File: config.mk
export PLATFORM = sky130hd
export DESIGN_NAME = retire_stage
export DESIGN_NICKNAME = d
export VERILOG_FILES = /design/src/rtl/retire_stage.sv
export SDC_FILE = /design/constraint.sdc
export NUM_CORES = 1
export LEC_CHECK = 0
export BUFFER_PORTS_ARGS = -buffer_cell sky130_fd_sc_hd__buf_2
export CAP_MARGIN = 25
export CORE_UTILIZATION = 40
export CTS_BUF_LIST = sky130_fd_sc_hd__clkbuf_4 sky130_fd_sc_hd__clkbuf_8
export DETAILED_ROUTE_END_ITERATION = 10
export SETUP_SLACK_MARGIN = 0.02
export SYNTH_ARGS = -nofsm -noshare
export SYNTH_HDL_FRONTEND = slang
export SYNTH_SLANG_ARGS = --single-unit
File: constraint.sdc
create_clock -name clock -period 9 [get_ports clock]
set_clock_uncertainty 0.15 [all_clocks]
set_input_delay 2.25 -clock clock [delete_from_list [all_inputs] [get_ports clock]]
set_output_delay 2.25 -clock clock [all_outputs]
set_load 0.01 [all_outputs]
File: src/rtl/retire_stage.sv
// ---------------------------------------------------------------------------
// retire_stage
//
// Consumes the reorder buffer's three-wide retire bundle each cycle. Slot 2
// is the oldest and slot 0 the youngest. Committing slots update the
// architectural map, return their previous physical register to the free
// list and are counted. A committing instruction that needs precise-state
// recovery ends the scan and raises a one-cycle recovery pulse with its
// target PC. A committing halt ends the scan and stops the stage for good.
//
// Ports
//   clock, reset      system clock, synchronous active-high reset
//   retire_valid      per-slot retire strobe (bit 2 = oldest)
//   retire_arch_reg   destination architectural register per slot
//   retire_tnew       newly mapped physical register per slot
//   retire_told       previously mapped physical register per slot
//   retire_precise    per-slot precise-state recovery request
//   retire_target_pc  per-slot recovery target PC
//   retire_halt       per-slot halt instruction flag
//   BPRecoverEN       one-cycle recovery pulse to the ROB and front end
//   recover_pc        fetch redirect PC, meaningful while BPRecoverEN
//   arch_map          committed map table (also the recovery map)
//   free_valid        per-slot freed-register strobe to the free list
//   free_preg         freed physical register per slot
//   halted            sticky program-halt flag
//   retired_count     number of committed instructions (wraps at 2^64)
//
// Every output is registered: results appear one cycle after the bundle.
// ---------------------------------------------------------------------------
module retire_stage #(
  parameter int PR_W   = 6,
  parameter int ARCH_N = 32,
  parameter int XLEN   = 32,
  parameter int ARCH_W = $clog2(ARCH_N)
) (
  input  logic                         clock,
  input  logic                         reset,
  input  logic [2:0]                   retire_valid,
  input  logic [2:0][ARCH_W-1:0]       retire_arch_reg,
  input  logic [2:0][PR_W-1:0]         retire_tnew,
  input  logic [2:0][PR_W-1:0]         retire_told,
  input  logic [2:0]                   retire_precise,
  input  logic [2:0][XLEN-1:0]         retire_target_pc,
  input  logic [2:0]                   retire_halt,
  output logic                         BPRecoverEN,
  output logic [XLEN-1:0]              recover_pc,
  output logic [ARCH_N-1:0][PR_W-1:0]  arch_map,
  output logic [2:0]                   free_valid,
  output logic [2:0][PR_W-1:0]         free_preg,
  output logic                         halted,
  output logic [63:0]                  retired_count
);

  typedef enum logic [1:0] {
    RUN     = 2'd0,
    RECOVER = 2'd1,
    HALTED  = 2'd2
  } state_e;

  state_e                        state, state_next;
  logic [ARCH_N-1:0][PR_W-1:0]   map_next;
  logic [2:0]                    free_valid_next;
  logic [2:0][PR_W-1:0]          free_preg_next;
  logic [XLEN-1:0]               recover_pc_next;
  logic [1:0]                    commit_cnt;
  logic                          scan_done;

  // Next-state and slot scan. Slots are visited oldest first, so when
  // several committing slots target the same architectural register the
  // youngest one is written last and wins.
  always_comb begin
    // NOTE: every signal gets a default before the case so no path through
    // this block leaves a value unassigned, which would infer a latch.
    state_next      = state;
    map_next        = arch_map;
    free_valid_next = '0;
    free_preg_next  = '0;
    recover_pc_next = recover_pc;
    commit_cnt      = '0;
    scan_done       = 1'b0;

    case (state)
      RUN: begin
        for (int s = 2; s >= 0; s--) begin
          if (retire_valid[s] && !scan_done) begin
            commit_cnt = commit_cnt + 2'd1;
            // Register 0 is hardwired: never remapped, nothing to free.
            if (retire_arch_reg[s] != '0) begin
              map_next[retire_arch_reg[s]] = retire_tnew[s];
              free_valid_next[s]           = 1'b1;
              free_preg_next[s]            = retire_told[s];
            end
            // Halt takes priority over a recovery request in the same slot.
            if (retire_halt[s]) begin
              state_next = HALTED;
              scan_done  = 1'b1;
            end else if (retire_precise[s]) begin
              state_next      = RECOVER;
              recover_pc_next = retire_target_pc[s];
              scan_done       = 1'b1;
            end
          end
        end
      end
      // The ROB still shows stale entries during recovery; ignore them.
      RECOVER: state_next = RUN;
      HALTED:  state_next = HALTED;
      default: state_next = RUN;
    endcase
  end

  // NOTE: sequential state uses non-blocking assignments so every flop
  // samples the values from before this edge, independent of statement order.
  always_ff @(posedge clock) begin
    if (reset) begin
      state <= RUN;
      // NOTE: the map is a bank of flops rather than a RAM, so it can and
      // must be reset; the identity mapping is the architectural start state.
      for (int i = 0; i < ARCH_N; i++) begin
        arch_map[i] <= PR_W'(i);
      end
      BPRecoverEN   <= 1'b0;
      recover_pc    <= '0;
      free_valid    <= '0;
      free_preg     <= '0;
      halted        <= 1'b0;
      retired_count <= '0;
    end else begin
      state         <= state_next;
      arch_map      <= map_next;
      BPRecoverEN   <= (state_next == RECOVER);
      recover_pc    <= recover_pc_next;
      free_valid    <= free_valid_next;
      free_preg     <= free_preg_next;
      halted        <= (state_next == HALTED);
      retired_count <= retired_count + 64'(commit_cnt);
    end
  end

endmodule

# --- Word level (Yosys, flattened, before mapping) ---
# Index checks and enable logic that the tools add are counted.
word_totals:
  register_bits: 313
  inputBits: 158
  out_inout_bits: 311
  wordCells: 132
op_classes:
  addsub: 3
  order_cmp: 6
  n_eq_ne: 3
  n_mux: 53
  bitwise_logic: 7
  reduce_logical: 17
ops:
  columns: ["operator", "count"]
  rows:
  - ["$mux 192", 8]
  - ["$bwmux 192", 3]
  - ["$mux 32", 9]
  - ["$demux 6 s5", 3]
  - ["$add 64x2->64", 1]
  - ["$mux 2", 14]
  - ["$lt 5x6->1 const B", 3]
  - ["$mux 6", 3]
  - ["$ge 5x1->1 const B", 3]
  - ["$reduce_bool 5->1", 3]
  - ["$mux 1", 12]
  - ["$reduce_or 4->1", 3]
  - ["$reduce_or 3->1", 3]
  - ["$not 1->1", 7]
  - ["$logic_and 1x1->1", 5]
  - ["$add 2x1->2 const B", 2]
  - ["$eq 2x2->1 const B", 2]
  - ["$pmux 2 s2", 1]
  - ["$eq 2x1->1 const B", 1]
  - ["$logic_not 1->1", 2]
  - ["$logic_not 2->1", 1]

# --- Longest topological paths before layout ---
# Gate-level depths: netlist of the first run.
depth:
  word_depth: 15
  ltp_mapped: 17
  mapped_depth_nobuf: 11

# --- Worst setup path before layout of the first run ---
# No wires, ideal clock.
synth_path:
  path_kind: "input port to flip-flop"
  start: "input port retire_valid[2]"
  end: "register retired_count[44]"
  setup_time_ns: 0.070
  t_arrival_ns: 5.071
  t_required_ns: 8.780
  setup_slack_ns: 3.708
  stages: 15
  path_buffers: 4
  cell_sequence: "buf_2 -> o21ai_2 -> buf_2 -> buf_1 -> and2_1 -> ha_1 -> xnor2_1 -> nor2_1 -> ha_1 -> a21o_1 -> and2_1 -> clkbuf_1 -> nand4_1 -> or4_1 -> a21oi_1"
synth_between:
  elab_chain_cells: 11
  word_cells_on_any_way: 19
  classes_between: "add/sub (3); mux (12); reduce/logical (4)"
synth_lines:
  columns: ["item", "line_no", "source"]
  rows:
  - ["start, declared", "38", "input logic [2:0] retire_valid,"]
  - ["branches (longest 8 deep; another with $add 2x1->2)", null, null]
  - ["$mux 2 (*)", "85", "if (retire_valid[s] && !scan_done) begin"]
  - ["$mux 2 (*)", "82", "case (state)"]
  - ["$add 64x2->64 (*)", "136", "retired_count <= retired_count + 64'(commit_cnt);"]
  - ["end signal, assigned", "136", null]
  - ["end, declared", "51", "output logic [63:0] retired_count"]
# Every way passes the cells marked *. The select of a mux whose other input is x is not followed.
# A chain may end at the register's enable or synchronous reset.

# --- Worst setup path in the final report of the first run ---
layout_path:
  start: "input port retire_valid[2]"
  end: "register retired_count[63]"
# Same word-level chain as after synthesis.

==> summary.txt, run 1 <==
Run status
  – Outcome: completed

Worst setup path
  – Reg2reg start: state[0]
  – Delay-heaviest family, CP: simple AND/OR/NAND/NOR gates
  – Cells along the critical path: buf_2 -> o21ai_2 -> buf_4 -> and2_1 -> ha_1 -> xnor2_1 -> nor2_1 -> ha_1 -> a21oi_1 -> and2b_2 -> nand4_1 -> or4_1 -> a21oi_1
  – Critical-path maximum fanout: 40
  – Slowest cell on the critical path: or4_1
  – WP data required: 9.48 ns
  – CP arrival: 5.61 ns
  – Worst setup EP type: flop
  – CP Buf/Inv Count: 2
  – Worst setup SP type: input port
  – CP peak stage delay: 0.61 ns
  – Worst reg2reg path endpoint: retired_count[34]
  – R2R Setup Slk: 5.66 ns
  – Crit Path Class: in -> reg
  – R2R cell count: 8

Detailed routing
  – Met3 wire len: 9.29 mm
  – Iteration-0 DRC Markers: 2582
  – Vias: 21500
  – Wl on met1: 33.4 mm
  – Highest Signal Layer: met5
  – Met2 wire len: 36.5 mm
  – DR DRC count: 0
  – Drt wl/cell: 25.0 um
  – Vias per inst: 6.46
  – DRT Pass-1 Iters: 6
  – Antenna Violating Nets Remaining: 0
  – Final wirelength: 83.1 mm

Cells and area
  – Layout cells sized above 1: 0.240
  – Nets: 2824
  – Final cell count without fillers: 3322
  – Area Overhead vs Synth: 20.4%
  – Core Util, Final: 0.490

CTS
  – H-tree depth: 2
  – # resized after CTS: 0
  – CTS buffer count: 58
  – CTS tree: yes
  – Number of setup buffers added after CTS: 0
  – Hold_buf cts: 0
  – Clock latency at the later pin of the worst-skew pair: 0.70 ns
  – Longest Clk Path Bufs: 3
  – Reg clk slew, reported paths: 0.06 ns
  – Clock sink count: 313
  – Root Driver: clkbuf_8

STA
  – Max frequency: 195 MHz
  – Tcrit/Tclk final: 0.570
  – Final hold violation count: 0
  – Post-route minimum period: 5.13 ns
  – Final setup viols: 0
  – Pins over their slew limit: 0
  – Worst slew pin tran: 1.15 ns
  – Worst Hold Margin: 0.316 ns
  – Rel. slew slack: 0.231
  – Final TNS setup: 0 ns
  – RSZ-0062 raised after global routing: no

Power
  – Comb power frac: 0.240
  – Peak supply drop: 151 uV
  – Leakage power: 9.66 nW
  – Power Dens Cells: 189 mW/mm2
  – Sw Share: 0.343
  – Clock share of power: 0.365
  – Internal: 2.76 mW
  – NetSw: 1.44 mW
  – Seq pwr share: 0.395

Yosys
  – Post-synth EDFFs: 0
  – #FFs+latches synth: 313
  – Syn Nets: 2520
  – YS warnings: 0
  – Syn Area/Cell: 7.85 um2
  – FFs w/ async S/R, synth: 0
  – Share of the yosys chip area belonging to registers: 0.339
  – Gate Count Post-Synth: 2358
  – Netlist cell types: 72
  – Mapped cell area: 0.0185 mm2
  – Synth Flop Type: dfxtp_1

Floorplanning
  – Initial Util: 0.407
  – Number of top-level pins: 469
  – DIE AREA: 0.0471 mm2
  – Die span in x: 217 um
  – Die Span Y: 217 um
  – Std cell rows: 78
  – Core area: 0.0455 mm2

Global route
  – Grt total ovfl: 0
  – Vias in the first global route: 19600
  – Largest net degree at the start of global routing: 153
  – Overall routing resource usage: 0.337
  – First-pass GRT wire length: 123 mm
  – Initial antenna violation count: 13

Place
  – IO buf count: 468
  – HPWL Detailed: 53.0 mm
  – DP Cell Count: 3198
  – Routability cong.: 0.910

Worst hold path
  – Cell depth of the worst hold path: 1
  – Hold Crit Class: reg -> reg
  – Hold Path Sink: arch_map[5]
  – Min-delay src: arch_map[5]

Job
  – Max Cap Viol: 0
-- power groups by stage --
stage	logic [mW]	clock network, mW	registers (mW)
finish	1.01	1.53	1.66
global route	1.09	1.61	1.67
CTS	0.986	1.56	1.65
detailed placement	0.983	0	1.68
global placement	0.959	0	1.68
floorplan	0.559	0	1.70
-- worst register-to-register path: cells and delay by family (launching register included) --
family	cells	cell delay (ns)
AND/OR/NAND/NOR	4	1.88
AO/OA/AOI/OAI	3	0.45
adder cells (fa/ha/maj)	1	0.36
flip-flops	1	0.48
-- synthesized netlist by cell type, drive strengths merged (21+ instances only) --
master,count,area (um2)
a21oi,141,706
xor2,21,184
and2,32,200
a211o,78,683
mux2i,127,1270
nand4,31,221
nand3,219,1100
dfxtp,313,6270
nor3,28,151
nor2,304,1150
o211ai,66,495
buf,27,135
a211oi,134,1010
or3,24,151
or4,21,158
nand2,120,450
and3,21,133
o31ai,25,188
o21ai,145,729
a221oi,63,552
clkbuf,227,862
a221o,35,350
-- registers in the layout, summed over array words and instances, names as in the netlist --
register,cells
arch_map,192
retired_count,64
recover_pc,32
free_preg,18
free_valid,3
state,2
BPRecoverEN,1
halted,1
-- placed cells by master, fill, tap and decap left out, types with 25 or more instances in the layout --
cell type	count
a21oi_1	141
a221o_1	35
nor3_1	26
o21ai_0	141
o31ai_1	25
mux2i_1	127
a211oi_1	134
dfxtp_1	313
nand2_1	120
o211ai_1	66
nand4_1	28
clkbuf_8	77
nand3_1	218
a211o_1	78
and2_1	31
nor2_1	300
buf_2	467
a221oi_1	63
-- kinds of logic (layout without fill, tap and decap cells) --
logic type                 after synthesis  count (layout)  synth area share
DFF                                    313             313             0.339
adders and majority gates                4               4           0.00271
and+or+nand+nor                        880             880             0.238
muxes                                  136             136            0.0742
buffers and inverters                  261             613            0.0553
xor gates and xnor gates                32              32            0.0152
AOI/OAI and AO/OA                      732             732             0.276
other                                    0              12                 0
-- layout make-up --
cell class | instances | area (um2)
clock buffers | 94 | 1180
well taps | 600 | 751
clock inverters | 14 | 110
flip-flops and latches | 313 | 6270
multi-input cells | 1784 | 11300
diodes | 12 | 30.0
fillers | 4573 | 23200
inverters | 7 | 26.3
repair buffers | 498 | 2660
-- per-layer routing --
layer | global-route usage | vias to the layer above
met2 | 0.504 | 1358
li1 | - | 9516
met1 | 0.446 | 10300
met5 | 0 | -
met3 | 0.0844 | 261
met4 | 0.174 | 4
-- stage by stage --
step	setup WS (ns)	total power, mW	cell area (um2)
5_1_grt	3.62	4.37	22300
2_1_floorplan	3.71	2.26	18500
6_report	3.87	4.20	22300
3_5_place_dp	3.16	2.67	20900
3_3_place_gp	3.30	2.64	20800
4_1_cts	3.92	4.20	22200
-- how the worst max path moves through the flow --
| stage | startpoint | endpoint | depth (start not counted) |
|---|---|---|---|
| floorplan | retire_valid[2] | retired_count[44] | 15 |
| global placement | retire_valid[2] | retired_count[63] | 13 |
| detailed placement | retire_valid[2] | retired_count[63] | 13 |
| CTS | retire_valid[2] | retired_count[63] | 13 |
| global route | retire_valid[2] | retired_count[63] | 13 |
| finish | retire_valid[2] | retired_count[63] | 13 |
Note: power is estimated with default switching activity, not from simulation.
==> inputs of run 2 (changes only) <==
- PLACE_DENSITY: not set -> 0.65
- clock period: 9 -> 4.2 ns (I/O delays scaled with it)
==> run 2 against run 1 <==
  * Clock-buffer cell count decreased by 1
  * Die area unchanged
  * Worst setup slack got worse by 3.0 ns
  * Non-clock buffer count increased by 39
  * First-iteration DRC count increased by 5.8%
  * Combinational power increased by 120%
  * Wire length increased by 0.12%
  * Final cell count increased by 0.72%
  * Sequential share of layout area decreased by 0.13 points
  * Flip-flop and latch count unchanged
  * Sequential power increased by 110%
  * Critical path type is now reg -> reg
  * Largest cell class unchanged
==> summary.txt, run 2 (synthesis results as in run 1) <==
Cells and area
  – Commonest non-fill, non-tap cell in the layout: buf_2
  – Biggest regs: arch_map x192, retired_count x64, recover_pc x32
  – Core Util, Final: 0.492 (+0.00223)
  – Area Overhead vs Synth: 21.0%
  – Largest Register: arch_map
  – Max reg flops: 192 (unchanged)
  – Most frequent cells in the layout: buf_2, dfxtp_1, nor2_1
  – Nets: 2863 (+1.4%)
  – Fill count: 4472 (-2.2%)
  – Final Cell Area: 0.0224 mm2 (+0.46%)
  – Sequential cell area: 0.00627 mm2 (unchanged)
  – Footprint of the multi-input gates: 0.0112 mm2 (-0.13%)
  – Layout cells sized above 1: 0.248 (+0.00795)

Global route
  – Overall routing resource usage: 0.333 (-0.00394)
  – Largest net degree at the start of global routing: 186 (+22%)
  – Vias in the first global route: 19900 (+1.7%)
  – Initial antenna violation count: 12 (-1)
  – First-pass GRT wire length: 122 mm (-0.95%)
  – Grt total ovfl: 0 (unchanged)

Floorplanning
  – Die span in x: 217 um (unchanged)
  – Std cell rows: 78 (unchanged)
  – Number of top-level pins: 469 (unchanged)
  – Core area: 0.0455 mm2 (unchanged)
  – Initial Util: 0.407 (unchanged)
  – DIE AREA: 0.0471 mm2 (unchanged)
  – Die Span Y: 217 um (unchanged)

Detailed routing
  – Iteration-0 DRC Markers: 2733 (+5.8%)
  – Vias: 21900 (+1.9%)
  – Final wirelength: 83.2 mm (+0.12%)
  – Met3 wire len: 10.6 mm (+14%)
  – Highest Signal Layer: met5
  – Met2 wire len: 35.3 mm (-3.5%)
  – Vias per inst: 6.53 (+1.1%)
  – Drt wl/cell: 24.9 um (-0.60%)
  – Antenna Violating Nets Remaining: 0 (unchanged)
  – DRT Pass-1 Iters: 8 (+2)
  – Wl on met1: 32.3 mm (-3.2%)
  – DR DRC count: 0 (unchanged)

Worst setup path
  – R2R cell count: 8 (unchanged)
  – WP data required: 4.66 ns (-4.82 ns)
  – Worst setup EP type: flop
  – Worst reg2reg path endpoint: retired_count[34]
  – Reg2reg start: state[0]
  – Worst setup SP type: flop
  – CP arrival: 3.79 ns (-1.82 ns)
  – R2R Setup Slk: 0.86 ns (-4.80 ns)
  – Critical-path maximum fanout: 51 (+28%)
  – Crit Path Class: reg -> reg

STA
  – Pins over their slew limit: 0 (unchanged)
  – Worst slew pin tran: 1.19 ns (+0.0339 ns)
  – Final TNS setup: 0 ns (unchanged)
  – Post-route minimum period: 3.34 ns
  – Rel. slew slack: 0.208 (-0.0226)
  – Max frequency: 300 MHz
  – Final setup viols: 0 (unchanged)
  – Final hold violation count: 0 (unchanged)
  – Tcrit/Tclk final: 0.795
  – RSZ-0062 raised after global routing: no

CTS
  – Reg clk slew, reported paths: 0.06 ns (about the same)
  – # resized after CTS: 0 (unchanged)
  – Longest Clk Path Bufs: 3 (unchanged)
  – H-tree depth: 2 (unchanged)
  – Clock latency at the later pin of the worst-skew pair: 0.68 ns (-0.02 ns)
  – Clock sink count: 313 (unchanged)
  – Number of setup buffers added after CTS: 0 (unchanged)
  – Root Driver: clkbuf_8
  – CTS tree: yes
  – CTS buffer count: 58 (unchanged)
  – Hold_buf cts: 0 (unchanged)

Power
  – Total power draw: 8.88 mW (+110%)
  – Peak supply drop: 214 uV (+42%)
  – Power Dens Cells: 397 mW/mm2 (+110%)
  – Leakage power: 9.77 nW (+1.1%)

Worst hold path
  – Hold Path Sink: arch_map[5]
  – Hold Crit Class: reg -> reg
  – Cell depth of the worst hold path: 1 (unchanged)
  – Min-delay src: arch_map[5]

Run status
  – Outcome: completed

Place
  – Area post-placement: 0.0212 mm2 (+1.5%)
  – HPWL Detailed: 53.7 mm (+1.2%)
  – Routability cong.: 0.938 (+3.1%)
  – IO buf count: 468 (unchanged)

Job
  – Max Cap Viol: 0 (unchanged)
==> run 2: cell types whose count changed in the layout (fill, tap and decap cells not counted), moves of 2 or more <==
cell      change
buf_4        +44
clkbuf_8      -6
clkinv_2      -6
diode_2       -6
clkbuf_4      +4
buf_16        -2
==> run 2: through the flow <==
stage | hold slack, ns | instances | setup slack, ns
2_1_floorplan | 0.333 | 2358 | 0.108
3_3_place_gp | 0.299 | 3241 | 0.247
3_5_place_dp | 0.305 | 3241 | 0.204
4_1_cts | 0.317 | 3340 | 0.862
5_1_grt | 0.322 | 3343 | 0.660
6_report | 0.316 | 3346 | 0.862
==> run 2: report_power, final <==
part / switching [mW] / internal [mW]
sequential: 0.270 / 3.27
combinational: 1.36 / 0.859
clock: 1.41 / 1.71
total: 3.04 / 5.84
==> run 2: worst max-delay path, stage by stage (launching register included) <==
cell,delay (ns)
dfxtp_1,0.47
or2_4,0.58
a21oi_1,0.14
ha_1,0.37
a21o_1,0.18
and2_1,0.30
nand3_2,0.35
or4_1,0.60
a21oi_1,0.15
==> run 2: area by class of cell <==
| type | instances | share of cell area |
|---|---|---|
| multi-input combinational | 1784 | 0.502 |
| clock buffer | 93 | 0.0511 |
| sequential | 313 | 0.280 |
| inverter | 7 | 0.00117 |
| clock inverter | 6 | 0.00201 |
| tap | 600 | 0.0335 |
| timing repair buffer | 537 | 0.129 |
| antenna | 6 | 0.000671 |
==> run 2: how the worst max path moves through the flow <==
stage                                   end  depth (start not counted)  slack (ns)               from
after floorplan           retired_count[44]                         15        0.11    retire_valid[2]
after global placement    retired_count[34]                         12        0.25  retire_precise[1]
after detailed placement  retired_count[34]                         12        0.20  retire_precise[1]
after CTS                 retired_count[34]                          8        0.86           state[0]
after global routing      retired_count[63]                          8        0.66           state[0]
final                     retired_count[34]                          8        0.86           state[0]
==> run 2: layer usage <==
layer,track usage,vias to the layer above
met5,0,-
met4,0.200,10
met3,0.0918,384
met2,0.486,1610
met1,0.435,10300
li1,-,9561
